[src/rtl/culsans_exit_monitor.sv]
// Multi-hart tohost end-of-test monitor: captures per-hart exit words, records the
// first failing hart, and ends the test on all/any exit, early fail or watchdog expiry.
module culsans_exit_monitor #(
    parameter int          NumHarts      = 2,
    parameter int          DataWidth     = 32,
    parameter bit          WaitAll       = 1'b1,
    parameter bit          StopOnFail    = 1'b1,
    parameter logic [31:0] TimeoutCycles = 32'd0,
    localparam int         HartIdxWidth  = (NumHarts > 1) ? $clog2(NumHarts) : 1
) (
    input  logic                                clk_i,
    input  logic                                rst,
    input  logic [NumHarts-1:0]                 tohost_valid_i,
    input  logic [NumHarts-1:0][DataWidth-1:0]  tohost_data_i,
    output logic [NumHarts-1:0]                 hart_exited_o,
    output logic                                done_o,
    output logic                                pass_o,
    output logic                                timeout_o,
    output logic [HartIdxWidth-1:0]             fail_hart_o,
    output logic [DataWidth-2:0]                exit_code_o,
    output logic [31:0]                         cycle_count_o
);

    typedef enum logic [0:0] {
        ST_RUN  = 1'b0,
        ST_DONE = 1'b1
    } state_e;

    state_e                   state_r, state_n_s;
    logic [NumHarts-1:0]      hart_exited_r, hart_exited_n_s;
    logic [NumHarts-1:0]      capture_s, exited_all_s;
    logic                     done_r, done_n_s;
    logic                     pass_r, pass_n_s;
    logic                     timeout_r, timeout_n_s;
    logic                     fail_rec_r, fail_rec_n_s;
    logic [HartIdxWidth-1:0]  fail_hart_r, fail_hart_n_s, fail_idx_s;
    logic [DataWidth-2:0]     exit_code_r, exit_code_n_s, fail_code_s;
    logic [31:0]              cycle_count_r, cycle_count_n_s;
    logic                     fail_found_s, exit_s, timeout_hit_s;

    // Per-hart capture of first exit word; lowest-index nonzero code wins this cycle.
    always_comb begin
        capture_s    = '0;
        fail_found_s = 1'b0;
        fail_idx_s   = '0;
        fail_code_s  = '0;
        for (int i = 0; i < NumHarts; i++) begin
            if (tohost_valid_i[i] && tohost_data_i[i][0] && !hart_exited_r[i]) begin
                capture_s[i] = 1'b1;
                if (!fail_found_s && (tohost_data_i[i][DataWidth-1:1] != '0)) begin
                    fail_found_s = 1'b1;
                    fail_idx_s   = HartIdxWidth'(i);
                    fail_code_s  = tohost_data_i[i][DataWidth-1:1];
                end else begin
                    fail_found_s = fail_found_s;
                end
            end else begin
                capture_s[i] = 1'b0;
            end
        end
    end

    assign exited_all_s = hart_exited_r | capture_s;

    // Exit conditions from this cycle's captures; watchdog only fires when no exit does.
    always_comb begin
        exit_s = 1'b0;
        if (StopOnFail && fail_found_s) begin
            exit_s = 1'b1;
        end else if (WaitAll && (&exited_all_s)) begin
            exit_s = 1'b1;
        end else if (!WaitAll && (|capture_s)) begin
            exit_s = 1'b1;
        end else begin
            exit_s = 1'b0;
        end
        timeout_hit_s = (TimeoutCycles != 32'd0) &&
                        (cycle_count_r == (TimeoutCycles - 32'd1)) && !exit_s;
    end

    // Next-state and next-output logic; DONE holds everything until reset.
    always_comb begin
        state_n_s       = state_r;
        hart_exited_n_s = hart_exited_r;
        done_n_s        = done_r;
        pass_n_s        = pass_r;
        timeout_n_s     = timeout_r;
        fail_rec_n_s    = fail_rec_r;
        fail_hart_n_s   = fail_hart_r;
        exit_code_n_s   = exit_code_r;
        cycle_count_n_s = cycle_count_r;
        case (state_r)
            ST_RUN: begin
                hart_exited_n_s = exited_all_s;
                if (cycle_count_r != 32'hFFFF_FFFF) begin
                    cycle_count_n_s = cycle_count_r + 32'd1;
                end else begin
                    cycle_count_n_s = cycle_count_r;
                end
                if (fail_found_s && !fail_rec_r) begin
                    fail_rec_n_s  = 1'b1;
                    fail_hart_n_s = fail_idx_s;
                    exit_code_n_s = fail_code_s;
                end else begin
                    fail_rec_n_s  = fail_rec_r;
                end
                if (exit_s || timeout_hit_s) begin
                    state_n_s   = ST_DONE;
                    done_n_s    = 1'b1;
                    timeout_n_s = timeout_hit_s;
                    pass_n_s    = !(fail_rec_r || fail_found_s || timeout_hit_s);
                end else begin
                    state_n_s   = ST_RUN;
                end
            end
            ST_DONE: begin
                state_n_s = ST_DONE;
            end
            default: begin
                state_n_s = ST_DONE;
            end
        endcase
    end

    // State and output registers with asynchronous active-low clear.
    always_ff @(posedge clk_i or negedge rst) begin
        if (!rst) begin
            state_r       <= ST_RUN;
            hart_exited_r <= '0;
            done_r        <= 1'b0;
            pass_r        <= 1'b0;
            timeout_r     <= 1'b0;
            fail_rec_r    <= 1'b0;
            fail_hart_r   <= '0;
            exit_code_r   <= '0;
            cycle_count_r <= 32'd0;
        end else begin
            state_r       <= state_n_s;
            hart_exited_r <= hart_exited_n_s;
            done_r        <= done_n_s;
            pass_r        <= pass_n_s;
            timeout_r     <= timeout_n_s;
            fail_rec_r    <= fail_rec_n_s;
            fail_hart_r   <= fail_hart_n_s;
            exit_code_r   <= exit_code_n_s;
            cycle_count_r <= cycle_count_n_s;
        end
    end

    assign hart_exited_o = hart_exited_r;
    assign done_o        = done_r;
    assign pass_o        = pass_r;
    assign timeout_o     = timeout_r;
    assign fail_hart_o   = fail_hart_r;
    assign exit_code_o   = exit_code_r;
    assign cycle_count_o = cycle_count_r;

endmodule

[config.mk]
export PLATFORM = sky130hd
export DESIGN_NAME = culsans_exit_monitor
export DESIGN_NICKNAME = d
export VERILOG_FILES = /design/src/rtl/culsans_exit_monitor.sv
export SDC_FILE = /design/constraint.sdc
export NUM_CORES = 1
export LEC_CHECK = 0
export CAP_MARGIN = 25
export CORE_MARGIN = 4
export CORE_UTILIZATION = 33
export DETAILED_ROUTE_END_ITERATION = 8
export HOLD_SLACK_MARGIN = 0.12
export SLEW_MARGIN = 0
export SYNTH_ARGS = -nofsm -noshare
export SYNTH_HDL_FRONTEND = slang
export SYNTH_SLANG_ARGS = --single-unit
[constraint.sdc]
create_clock -name clk_i -period 2.75 [get_ports clk_i]
set_clock_uncertainty 0.1 [all_clocks]
set_input_delay 0.55 -clock clk_i [delete_from_list [all_inputs] [get_ports clk_i]]
set_output_delay 0.55 -clock clk_i [all_outputs]
set_load 0.05 [all_outputs]
; After elaboration in Yosys (flattened, before gate mapping)
; Index checks and enable logic that the tools add are counted.
[word_totals]
regBits = 70
latchBits = 0
ram_bits = 0
mem_bits_ro = 0
in_bits = 68
output_inout_bits = 69
word_cells = 46
n_memories = 0
[op_classes]
add_sub_neg = 1
n_mul = 0
div_mod_pow = 0
magnitude_cmp = 0
eq_ne = 1
n_shift = 0
muxes = 16
n_bitwise = 2
reduce_logical = 18
[ops]
columns = cell, count
row1 = $mux W31, 4
row2 = $reduce_bool A31 Y1, 2
row3 = $add A32 B1 Y32 const B, 1
row4 = $ne A32 B32 Y1 const B, 1
row5 = $mux W1, 11
row6 = $reduce_and A2 Y1, 4
row7 = $logic_and A1 B1 Y1, 6
row8 = $logic_not A1 Y1, 5
row9 = $or A2 B2 Y2, 1
row10 = $pmux W1 S2, 1
row11 = $logic_or A1 B1 Y1, 1
row12 = $not A1 Y1, 1

; Depth between registers and ports, before layout
[logic_depth]
depth_word = 10
ltp_mapped = 7
ltp_nobuf = 6

; Least setup slack after synthesis
; OpenSTA, ideal clock, no wires.
[synth_path]
kind = register to register
from = register cycle_count_r[10], in the netlist cycle_count_o[10]
to = register cycle_count_r[1], in the netlist cycle_count_o[1]
setup_time_ns = 0.128
t_arrival_ns = 2.149
required_ns = 2.522
slack_ns = 0.374
path_stages_with_launch = 7
path_buffers = 1
period_less_slack_ns = 2.376
cell_sequence = dfrtp_1 -> and4_1 -> nand2_1 -> or4_1 -> buf_2 -> o21ai_2 -> mux2_1
[synth_via]
elab_chain_len = 2
[synth_lines]
columns = item, line_no
row1 = "start, declared", 38  ; logic [31:0] cycle_count_r, cycle_count_n_s;
row2 = "start signal, assigned", 146  ; cycle_count_r <= cycle_count_n_s;
row3 = $ne A32 B32 Y1, 95  ; if (cycle_count_r != 32'hFFFF_FFFF) begin
row4 = $reduce_and A2 Y1 (no source line), -
; No other way between the ends.
; A chain may end at the register's enable or synchronous reset.

; Worst setup path after layout
[layout_path]
from = input tohost_data_i[28] (netlist bit)
to = register exit_code_r[15], in the netlist exit_code_o[15]
[layout_via]
elab_chain_len = 9
elab_cells_between_ends = 13
cone_classes = mux: 8 / reduce/logical: 5
[layout_lines]
columns = item, line_no
row1 = "start, declared", 14  ; input logic [NumHarts-1:0][DataWidth-1:0] tohost_data_i,
row2 = $reduce_bool A31 Y1 *, 50  ; if (!fail_found_s && (tohost_data_i[i][DataWidth-1:1] != '0)) begin
row3 = $mux W1, 50
row4 = $mux W1, 48  ; if (tohost_valid_i[i] && tohost_data_i[i][0] && !hart_exited_r[i]) begin
row5 = $logic_not A1 Y1, 50
row6 = $logic_and A1 B1 Y1, 50
row7 = $mux W1, 50
row8 = $mux W1, 48
row9 = $logic_and A1 B1 Y1, 100  ; if (fail_found_s && !fail_rec_r) begin
row10 = $reduce_and A2 Y1 (no source line), -
row11 = "end signal, assigned", 145  ; exit_code_r <= exit_code_n_s;
row12 = "end, declared", 37  ; logic [DataWidth-2:0] exit_code_r, exit_code_n_s, fail_code_s;
; Mark *: on every way between the ends. The rest lies on a longest branch, timed or not.

==> flow_metrics.py <==
metrics = {
    "worst_setup_path": {
        "crit_cells": 8,
        "worstPathArrival_ps": 2600,
        "critPathMaxFanout": 20,
        "reg2reg_from": "cycle_count_o[9]",
        "path_class": "primary input to flip-flop",
        "crit_family": "buffers and inverters",
        "timing.reg2reg.setup_slack_ps": 520,
        "max_stage_delay_ps": 430,
        "cp_slowest_cell": "clkdlybuf4s50_1",
        "crit_chain": "clkdlybuf4s50_1, nor4_1, buf_4, nand4_1, o2111a_1, buf_4, and3_1, a221o_1",
        "critical_path_buf_inv_count": 3,
        "end_kind": "flip-flop",
        "critPathLaunchType": "primary input",
        "reg2reg_depth": 5,
        "reg2reg_to": "cycle_count_o[1]",
        "critPathRequiredTime_ps": 2870,
        "cpMostUsedCell": "buf_4",
    },
    "floorplan": {
        "ios": 137,
        "start_util": 0.343,
        "die_area_um2": 12600,
        "die_h_um": 112,
        "fp.dieW_um": 112,
        "rows": 37,
        "core-area_um2": 10500,
    },
    "synth": {
        "synth_edf_count": 0,
        "syn_area_um2": 3590,
        "synth-async-reset-ratio": 1.00,
        "synth_warnings": 0,
        "synth_cell_type_count": 40,
        "syn_inst": 348,
        "syn_nets": 417,
        "synth_top_flop_cell": "dfrtp_1",
        "avgSynthCellArea_um2": 10.3,
        "ys_ff_latch": 70,
        "synth_seq_area_share": 0.488,
    },
    "cts": {
        "clkSinkCount": 70,
        "cts_setup_buffers": 0,
        "ctsResizeCount": 0,
        "cts_buffers": 9,
        "clock-root-buffer": "clkbuf_8",
        "cts_tree": "yes",
        "cts_max_level": 3,
        "worstSkewPairLatency_ps": 340,
        "cts_hold_buf": 0,
        "clock_path_buffers": 2,
        "clk_pin_slew_worst_paths_ps": 70,
    },
    "final_layout": {
        "diodes": 0,
        "syn2layout_area_growth_pct": 48.6,
        "drive_above_1_share": 0.0786,
        "final_util": 0.510,
        "final_nets": 561,
        "final_cells": 632,
    },
    "sta": {
        "fin_hold_ws_ps": 229,
        "rsz0062_at_grt": "false",
        "setup_viol": 0,
        "worst_slew_pin_slew_ps": 889,
        "relSlewSlack": 0.408,
        "max_freq_mhz": 404,
        "post-route-min-period_ps": 2470,
        "drv_slew": 0,
        "worst_slack_ps": 276,
        "hold_viol": 0,
        "finalCritPeriodShare": 0.900,
    },
    "hold_path": {
        "hold_class": "primary input to async pin",
    },
    "global_routing": {
        "grt_util_all_layers": 0.168,
        "grt_first_pass_wirelength_mm": 17.2,
        "grt_pass1_vias": 3462,
        "overflow": 0,
        "antenna_found_initial": 0,
        "grt_max_degree": 71,
    },
    "placed_design": {
        "dpl.cell_count": 617,
        "post-place-ws_ps": -79.7,
        "numPortBuffers": 135,
        "dpl.hpwl_mm": 8.10,
        "routabilityCongestion": 0.883,
    },
    "drt": {
        "drc": 0,
        "wirelength_mm": 10.6,
        "vias": 3279,
        "drt_iter0_markers": 131,
        "ant_nets": 0,
        "first_pass_iters": 4,
        "vias_per_cell": 5.19,
        "wl_per_cell_um": 16.7,
    },
    "power_and_ir_drop": {
        "p_per_area_nw_per_um2": 361,
        "leakage_uw": 0.00237,
        "ir_drop_mv": 0.215,
    },
    "run_status": {
        "outcome": "finished clean",
    },
    "job": {
        "timing.max_cap.violations": 0,
    },
}
[cell usage in the layout (no fill, tap or decap), types with 2 or more instances in the layout]
master | netlist | routed
nand2b_1 | 2 | 2
nor3b_1 | 5 | 5
a221o_1 | 31 | 31
nand2_1 | 15 | 15
nand4_1 | 15 | 15
o21ai_0 | 3 | 3
o211ai_1 | 4 | 4
xnor2_1 | 18 | 18
a31oi_1 | 2 | 2
nor3_1 | 10 | 10
dfrtp_1 | 70 | 70
nor4_1 | 14 | 14
xor2_1 | 11 | 11
and2_1 | 35 | 35
o2111a_1 | 2 | 2
buf_4 | 2 | 19
and3_1 | 39 | 39
clkbuf_8 | 0 | 11
clkinvlp_4 | 0 | 2
nor2_1 | 11 | 10
and4_1 | 3 | 3
clkdlybuf4s50_1 | 0 | 134
a21oi_1 | 3 | 3
inv_1 | 7 | 7
nand3_1 | 13 | 13
o21ai_2 | 1 | 2
[area by class of cell]
| type | count | area [um2] |
|---|---|---|
| fillers | 976 | 5130 |
| flip-flops and latches | 70 | 1750 |
| multi-input cells | 251 | 1730 |
| repair buffers | 153 | 1480 |
| well taps | 136 | 170 |
| clock buffers | 12 | 155 |
| inverters | 7 | 26.3 |
| clock inverters | 3 | 20.0 |
[synthesized netlist by cell type, types with 2 or more instances]
master	count	area, um2
nor3b_1	5	37.5
and4_1	3	26.3
clkbuf_1	10	37.5
buf_4	2	15.0
and3_1	39	244
buf_2	7	35.0
nor4_1	14	87.6
xor2_1	11	96.3
nand3_1	13	65.1
xnor2_1	18	158
o211ai_1	4	30.0
nand4_1	15	93.8
inv_1	7	26.3
o21ai_0	3	15.0
nand2_1	15	56.3
a21oi_1	3	15.0
nor2_1	11	41.3
a221o_1	31	310
nor3_1	10	50.1
dfrtp_1	70	1750
a31oi_1	2	12.5
o2111a_1	2	22.5
nand2b_1	2	12.5
and2_1	35	219
[flip-flops by register name (all words and copies together) (netlist names)]
signal / flops
cycle_count_o: 32
exit_code_o: 31
hart_exited_o: 2
done_o: 1
fail_hart_o: 1
fail_rec_r: 1
pass_o: 1
state_r: 1
[kinds of logic (layout without fill, tap and decap cells)]
group,count (synthesis),count (layout),share of synthesized area
xor gates and xnor gates,29,29,0.0707
AOI/OAI and AO/OA,53,53,0.131
other,1,1,0.00104
DFF,70,70,0.488
muxes,1,1,0.00313
and+or+nand+nor,166,166,0.269
buffers and inverters,27,175,0.0348
adders and majority gates,1,1,0.00348
[worst max-delay path by stage]
stage                       endpoint  slack, ps              start
floorplan           cycle_count_o[1]        370  cycle_count_o[10]
global placement     exit_code_o[10]        -80   tohost_data_i[8]
detailed placement   exit_code_o[21]        -80  tohost_data_i[28]
CTS                  exit_code_o[14]        280  tohost_data_i[28]
global route          exit_code_o[9]        120   tohost_data_i[8]
finish               exit_code_o[15]        280  tohost_data_i[28]
[per-stage QoR]
stage / total power (uW) / setup TNS (ps) / area, um2
final: 1930 / 0 / 5340
after global routing: 2000 / 0 / 5340
after CTS: 1950 / 0 / 5340
after detailed placement: 1190 / -2140 / 5160
after global placement: 1190 / -1920 / 5160
after floorplan: 1060 / 0 / 3590
[power breakdown]
group          total (uW)  leakage [uW]  switching [uW]  internal [uW]
combinational         141       0.00132            52.4           89.0
sequential           1030      0.000962           0.773           1030
clock                 755     0.0000845             384            371
[layer usage]
metal	wire length, um	track usage	vias up
met3	815	0.0512	17
met5	0	0	-
met4	198	0.0577	0
met2	4870	0.276	117
met1	4690	0.211	1565
li1	-	-	1580
Power figures use the tool's default switching activity.
